<file path="config.mk">
export PLATFORM = sky130hd
export DESIGN_NAME = scan_controller
export DESIGN_NICKNAME = d
export VERILOG_FILES = /design/src/rtl/scan_controller.sv
export SDC_FILE = /design/constraint.sdc
export NUM_CORES = 1
export LEC_CHECK = 0
export ABC_AREA = 1
export ABC_CLOCK_PERIOD_IN_PS = 1800
export BUFFER_PORTS_ARGS = -buffer_cell sky130_fd_sc_hd__buf_2
export CAP_MARGIN = 20
export CORE_ASPECT_RATIO = 0.8
export CORE_MARGIN = 2
export CORE_UTILIZATION = 45
export DETAILED_ROUTE_END_ITERATION = 10
export MAX_ROUTING_LAYER = met4
export PLACE_DENSITY = 0.77
export REMOVE_ABC_BUFFERS = 1
export SLEW_MARGIN = 0
export SYNTH_ARGS = -nofsm -noshare
export SYNTH_HDL_FRONTEND = slang
export SYNTH_SLANG_ARGS = --single-unit
</file>
<file path="constraint.sdc">
create_clock -name clk -period 1.8 [get_ports clk]
set_input_delay 0.09 -clock clk [delete_from_list [all_inputs] [get_ports clk]]
set_output_delay 0.09 -clock clk [all_outputs]
set_load 0.005 [all_outputs]
</file>
<file path="src/rtl/scan_controller.sv">
// Multiplexed N-digit 7-segment scan controller with refresh prescaler,
// PWM brightness, per-digit enable, leading-zero blanking and frame-latched data.
module scan_controller #(
    parameter  int NUM_DIGITS = 8,
    parameter  int PRESCALE   = 1024,
    localparam int SEL_W      = $clog2(NUM_DIGITS)
) (
    input  logic                    clk,
    input  logic                    rst,
    input  logic [4*NUM_DIGITS-1:0] data,
    input  logic [NUM_DIGITS-1:0]   digit_en,
    input  logic [3:0]              brightness,
    input  logic                    blank_lz,
    output logic [NUM_DIGITS-1:0]   anodes,
    output logic [SEL_W-1:0]        seg_sel,
    output logic [3:0]              nibble,
    output logic                    frame_start
);

    localparam int SUB_N = PRESCALE / 16;
    localparam int SUB_W = (SUB_N > 1) ? $clog2(SUB_N) : 1;

    logic [SUB_W-1:0]        sub;
    logic [3:0]              phase;
    logic [SEL_W-1:0]        idx;
    logic [4*NUM_DIGITS-1:0] data_q;

    logic                    sub_last;
    logic                    frame_edge;
    logic                    lit;
    logic                    all_zero;
    logic [NUM_DIGITS-1:0]   lz;
    logic [NUM_DIGITS-1:0]   anodes_d;

    assign sub_last   = (sub == SUB_W'(SUB_N - 1));
    assign frame_edge = (idx == '0) && (phase == 4'd0) && (sub == '0);

    // A digit is a leading zero when it and every digit above it are zero.
    always_comb begin
        all_zero = 1'b1;
        lz       = '0;
        for (int i = NUM_DIGITS - 1; i >= 0; i--) begin
            all_zero = all_zero & (data_q[4*i +: 4] == 4'd0);
            lz[i]    = blank_lz & all_zero & (i != 0);
        end
    end

    assign lit = digit_en[idx] && !lz[idx] && (phase <= brightness);

    always_comb begin
        anodes_d = '1;
        if (lit) begin
            anodes_d[idx] = 1'b0;
        end
    end

    always_ff @(posedge clk or posedge rst) begin
        if (rst) begin
            sub         <= '0;
            phase       <= 4'd0;
            idx         <= '0;
            data_q      <= '0;
            anodes      <= '1;
            seg_sel     <= '0;
            nibble      <= 4'd0;
            frame_start <= 1'b0;
        end else begin
            if (sub_last) begin
                sub   <= '0;
                phase <= phase + 4'd1;
                if (phase == 4'd15) begin
                    idx <= (idx == SEL_W'(NUM_DIGITS - 1)) ? '0 : idx + 1'b1;
                end
            end else begin
                sub <= sub + 1'b1;
            end

            // Display data only changes at frame boundaries so a frame never tears.
            if (frame_edge) begin
                data_q <= data;
            end

            anodes      <= anodes_d;
            seg_sel     <= idx;
            nibble      <= data_q[4*idx +: 4];
            frame_start <= frame_edge;
        end
    end

endmodule

</file>
After elaboration in Yosys (flattened, before gate mapping)
Cells that the tools add are included.
- register bits: 61
- input port bits: 47
- output and inout bits: 16
- $add $sub $neg: 3
- $lt $le $gt $ge: 3
- equality and inequality tests: 3
- shifts and indexed selects: 1
- multiplexer cells: 9
- bitwise operators: 14
- reduce and logical (&&, ||, !) cells: 17
- operators by type and width (kind ; number):
    4-bit zero test ; 8
    32-bit by 6-bit indexed part select with 4-bit output ; 1
    1-bit bitwise AND ; 13
    8-bit two-way mux ; 1
    8-bit inverter ; 1
    6-bit by 1-bit adder with 6-bit output, second input constant ; 1
    1-bit binary-select mux with 3-bit select ; 2
    6-bit equality test, second input constant ; 1
    6-bit zero test ; 1
    6-bit two-way mux ; 1
    1-bit logical AND ; 5
    4-bit by 1-bit adder with 4-bit output, second input constant ; 1
    4-bit equality test, second input constant ; 1
    4-bit less-or-equal comparator ; 1
    3-bit by 4-bit less-than comparator with 1-bit output, second input constant ; 1
    3-bit by 1-bit adder with 3-bit output, second input constant ; 1
    1-bit demux with 3-bit select ; 1
    3-bit equality test, second input constant ; 1
    3-bit by 1-bit >= comparator with 1-bit output, second input constant ; 1
    3-bit zero test ; 1
    1-bit two-way mux ; 3
    3-bit two-way mux ; 1
    2-bit AND reduction ; 1
    1-bit zero test ; 1

Depth between registers and ports, before layout
- word-level depth: 14
- mapped depth: 10
- depth with buffers taken out: 8

Least setup slack after synthesis
Ideal clock, no wire load.
- path type: reg2reg
- from: register idx[0]
- to: register data_q[28]
- setup time: 0.121 ns
- data arrival time: 1.839 ns
- required time: 1.679 ns
- path slack: -0.160 ns
- cell stages (with the launch flop): 9
- period minus slack after synthesis: 1.960 ns
- cells stage by stage: dfrtp_1 -> buf_2 -> inv_2 -> buf_2 -> ha_1 -> nand2_2 -> nor4_4 -> buf_6 -> o21ai_1
- longest elaborated chain between the ends: 3
- RTL lines (what ; line ; source):
    from (decl) ; 25 ; logic [SEL_W-1:0] idx;
    from (signal assigned) ; 72 ; idx <= (idx == SEL_W'(NUM_DIGITS - 1)) ? '0 : idx + 1'b1;
    3-bit zero test ; 36 ; assign frame_edge = (idx == '0) && (phase == 4'd0) && (sub == '0);
    1-bit logical AND (2 in series) ; 36 ;
    to (signal assigned) ; 80 ; data_q <= data;
    to (decl) ; 26 ; logic [4*NUM_DIGITS-1:0] data_q;
No other way between the ends.
A chain may end at the register's enable or synchronous reset.

Worst setup path in the final report
- from: register phase[0]
- to: register data_q[9]
- longest elaborated chain between the ends: 3
- RTL lines (what ; line ; source):
    from (decl) ; 24 ; logic [3:0] phase;
    from (signal assigned) ; 70 ; phase <= phase + 4'd1;
    4-bit zero test ; 36 ;
    1-bit logical AND (2 in series) ; 36 ;
No other way between the ends.

==> run_results.csv <==
group,metric,value,unit
sta,period_share,95.76,%
placed_design,hpwl,4.983,mm
global_routing,grt_max_degree,65,
clock_tree,numCtsBuffers,9,
global_routing,grt_usage,20.22,%
die,io_pins,63,
global_routing,grt_pass1_wl,11.70,mm
die,die_w,97.18,um
sta,worst_slew_pin_slew,0.4892,ns
die,start_util,46.03,%
hold_path,hold_path_class,"input pin to register",
sta,drv_slew,0,
power,power_density,753.1,nW/um^2
global_routing,grtUsageMet2,31.04,%
power,p_leak,2.122,nW
global_routing,grt_pass1_vias,2503,
synth,yosysWarningCount,0,
detailed_routing,drtPass1Iterations,4,
detailed_routing,totalWireLength,7.325,mm
detailed_routing,first_iter_violations,191,
sta,rsz0062_at_grt,"false",
detailed_routing,drc,0,
global_routing,globalRouteOverflowTotal,0,
power,sw_frac_of_total,20.97,%
setup_path,critPathKind,"register to register",
cells_and_area,postLayoutCellArea,4163,um^2
power,p_int,2.478,mW
sta,hold-worst-slack,0.3007,ns
sta,setup_violations,0,
clock_tree,clock_latency,0.34,ns
outcome,outcome,"finished clean",
synth,yosysUniqueCellTypes,26,
setup_path,slowest_stage,"dfrtp_1",
detailed_routing,wl_per_cell,13.39,um
setup_path,crit_fanout,32,
die,die_h,78.54,um
cells_and_area,nets,513,
placed_design,place_area,3545,um^2
sta,slew_headroom,67.34,%
clock_tree,clock-root-buffer,"clkbuf_8",
synth,avgSynthCellArea,9.007,um^2
global_routing,met3_usage,6.322,%
clock_tree,cts_sinks,61,
synth,synth_seq_area_share,49.16,%
global_routing,grtUsageMet1,26.19,%
setup_path,cp.arrival,1.99,ns
setup_path,cp_cell_sequence,"inv_1, ha_1, nand3_2, nor4_4, buf_4, buf_12, nand2_2, o21ai_2",
cells_and_area,drive_above_1_share,33.91,%
clock_tree,clk_pin_slew_worst_paths,0.07,ns
die,core,6790,um^2
power,seqPwrFrac,45.9,%
cells_and_area,fillers,591,
placed_design,finalWeightedCongestion,0.8717,
setup_path,crit_family,"buffers and inverters",
detailed_routing,antenna_left,0,
synth,synth_area,3125,um^2
setup_path,cp.required,2.07,ns
synth,ys_ff_latch,61,
setup_path,max_stage_delay,0.42,ns
clock_tree,htree_levels,3,
power,p_switching,0.6574,mW
power,ir_drop,0.0005086,V
clock_tree,cts_tree,"yes",
cells_and_area,syn2layout_area_growth,33.19,%
sta,period_needed,1.724,ns
sta,hold_violations,0,
sta,fin_skew,0.007855,ns
die,rows,27,
global_routing,top_usage_layer,"met2",
placed_design,port_buffers,62,
run,drv_cap,0,
clock_tree,clockBufferDepth,2,
power,combPwrFrac,8.0,%
synth,syn-instance-count,347,
sta,timing.fmax,580.2,MHz
cells_and_area,diodes,0,
setup_path,crit_buf_inv,3,
global_routing,grt_antenna_before_repair,0,
die,die_area,7632,um^2
setup_path,endpoint_kind,"register",
detailed_routing,routed_via_density,4.812,
detailed_routing,dr_total_vias,2632,
power,power_frac_clock,46.2,%
setup_path,worstSetupStartpointType,"register",
cells_and_area,final_cell_mix,"62 x inv_1, 62 x buf_2, 53 x dfrtp_1",
-- cells in the mapped netlist --
| cell type | count | area [um^2] |
|---|---|---|
| inv_1 | 63 | 236.5 |
| dfrtp_1 | 53 | 1326 |
| nand2_1 | 51 | 191.4 |
| nor2_1 | 29 | 108.9 |
| o21ai_2 | 28 | 245.2 |
| nand2_2 | 21 | 131.4 |
| nand3_1 | 21 | 105.1 |
| ha_1 | 11 | 137.6 |
| o22ai_1 | 11 | 68.82 |
| a21oi_1 | 8 | 40.04 |
| dfstp_2 | 8 | 210.2 |
| o21ai_0 | 8 | 40.04 |
| buf_6 | 6 | 67.56 |
| inv_2 | 5 | 18.77 |
| xor2_1 | 5 | 43.79 |
| a22oi_1 | 4 | 30.03 |
| nand4_1 | 4 | 25.02 |
| buf_2 | 2 | 10.01 |
| o21ai_1 | 2 | 10.01 |
| nand2_4 | 1 | 11.26 |
| nand3_2 | 1 | 10.01 |
| nor2_2 | 1 | 6.260 |
| nor3_4 | 1 | 16.27 |
| nor4_1 | 1 | 6.260 |
| nor4_4 | 1 | 21.27 |
| o21bai_1 | 1 | 7.510 |
-- power by group through the flow --
stage | Sequential [mW] | Clock, mW | Combinational (mW)
after floorplan | 1.46 | 0 | 0.104
after global placement | 1.46 | 0 | 0.194
after detailed placement | 1.46 | 0 | 0.196
after CTS | 1.44 | 1.48 | 0.252
after global routing | 1.44 | 1.53 | 0.280
final | 1.44 | 1.45 | 0.249
-- final timing paths --
| path | endpoint | slack (ns) | from | cells past startpoint |
|---|---|---|---|---|
| min in group asynchronous | data_q[4]$_DFFE_PP0P_ | 0.32 | rst | 3 |
| max in group asynchronous | anodes[4]$_DFF_PP1_ | 0.84 | rst | 4 |
| worst max register to register | data_q[9]$_DFFE_PP0P_ | 0.08 | phase[0]$_DFFE_PP0P_ | 8 |
| worst max-delay path | data_q[9]$_DFFE_PP0P_ | 0.08 | phase[0]$_DFFE_PP0P_ | 8 |
| worst min register to register | sub[0]$_DFF_PP0_ | 0.50 | sub[0]$_DFF_PP0_ | 1 |
| worst min-delay path | anodes[0]$_DFF_PP1_ | 0.30 | digit_en[6] | 8 |
-- cell type report --
type,instances,area (um^2),share of cell area [%]
flip-flops and latches,61,1536,36.91
clock buffers,13,178.9,4.298
repair buffers,105,762.0,18.30
well taps,87,108.9,2.615
multi-input cells,210,1256,30.18
clock inverters,3,65.06,1.563
inverters,68,255.2,6.132
-- worst min-delay path, delay by kind of cell --
| family | cells | cell delay, ns |
|---|---|---|
| simple gates | 7 | 0.41 |
| buf+inv | 1 | 0.10 |
-- registers in the layout, summed over array words and instances (netlist names) --
| signal | flops |
|---|---|
| data_q | 32 |
| anodes | 8 |
| sub | 6 |
| nibble | 4 |
| phase | 4 |
| idx | 3 |
| seg_sel | 3 |
| frame_start | 1 |
-- logic make-up (layout without fill, tap and decap cells) --
kind of cell | after synthesis | in the layout | synth area share, %
xor+xnor | 5 | 5 | 1.401
flops | 61 | 61 | 49.16
compound gates | 62 | 62 | 14.13
simple gates | 132 | 132 | 20.26
fa+ha+maj | 11 | 11 | 4.403
buf+inv | 76 | 189 | 10.65
-- through the flow --
step / util [%] / total power, mW / instances / setup TNS [ns] / worst slack (ns)
2_1_floorplan: - / 1.561 / 339 / -60.33 / -2.024
3_3_place_gp: 52.20 / 1.654 / 495 / 0 / 0.1401
3_5_place_dp: 52.20 / 1.659 / 495 / 0 / 0.05816
4_1_cts: 60.66 / 3.169 / 544 / 0 / 0.05146
5_1_grt: 61.30 / 3.253 / 547 / 0 / 0.01472
6_report: 61.30 / 3.135 / 547 / 0 / 0.07631
-- what timing repair did --
action	4_1_cts	5_1_grt
endpoints found under the hold margin	53	0
hold buffers	33	0
setup endpoints to repair	0	15
setup buffers	0	1
resized for setup	0	4
-- routing by layer --
metal	share of wire, %	up-vias
met4	1.5	0
met1	45	1214
met5	0	-
met3	7.4	13
met2	46	86
li1	-	1319
(Power assumes the default switching activity.)
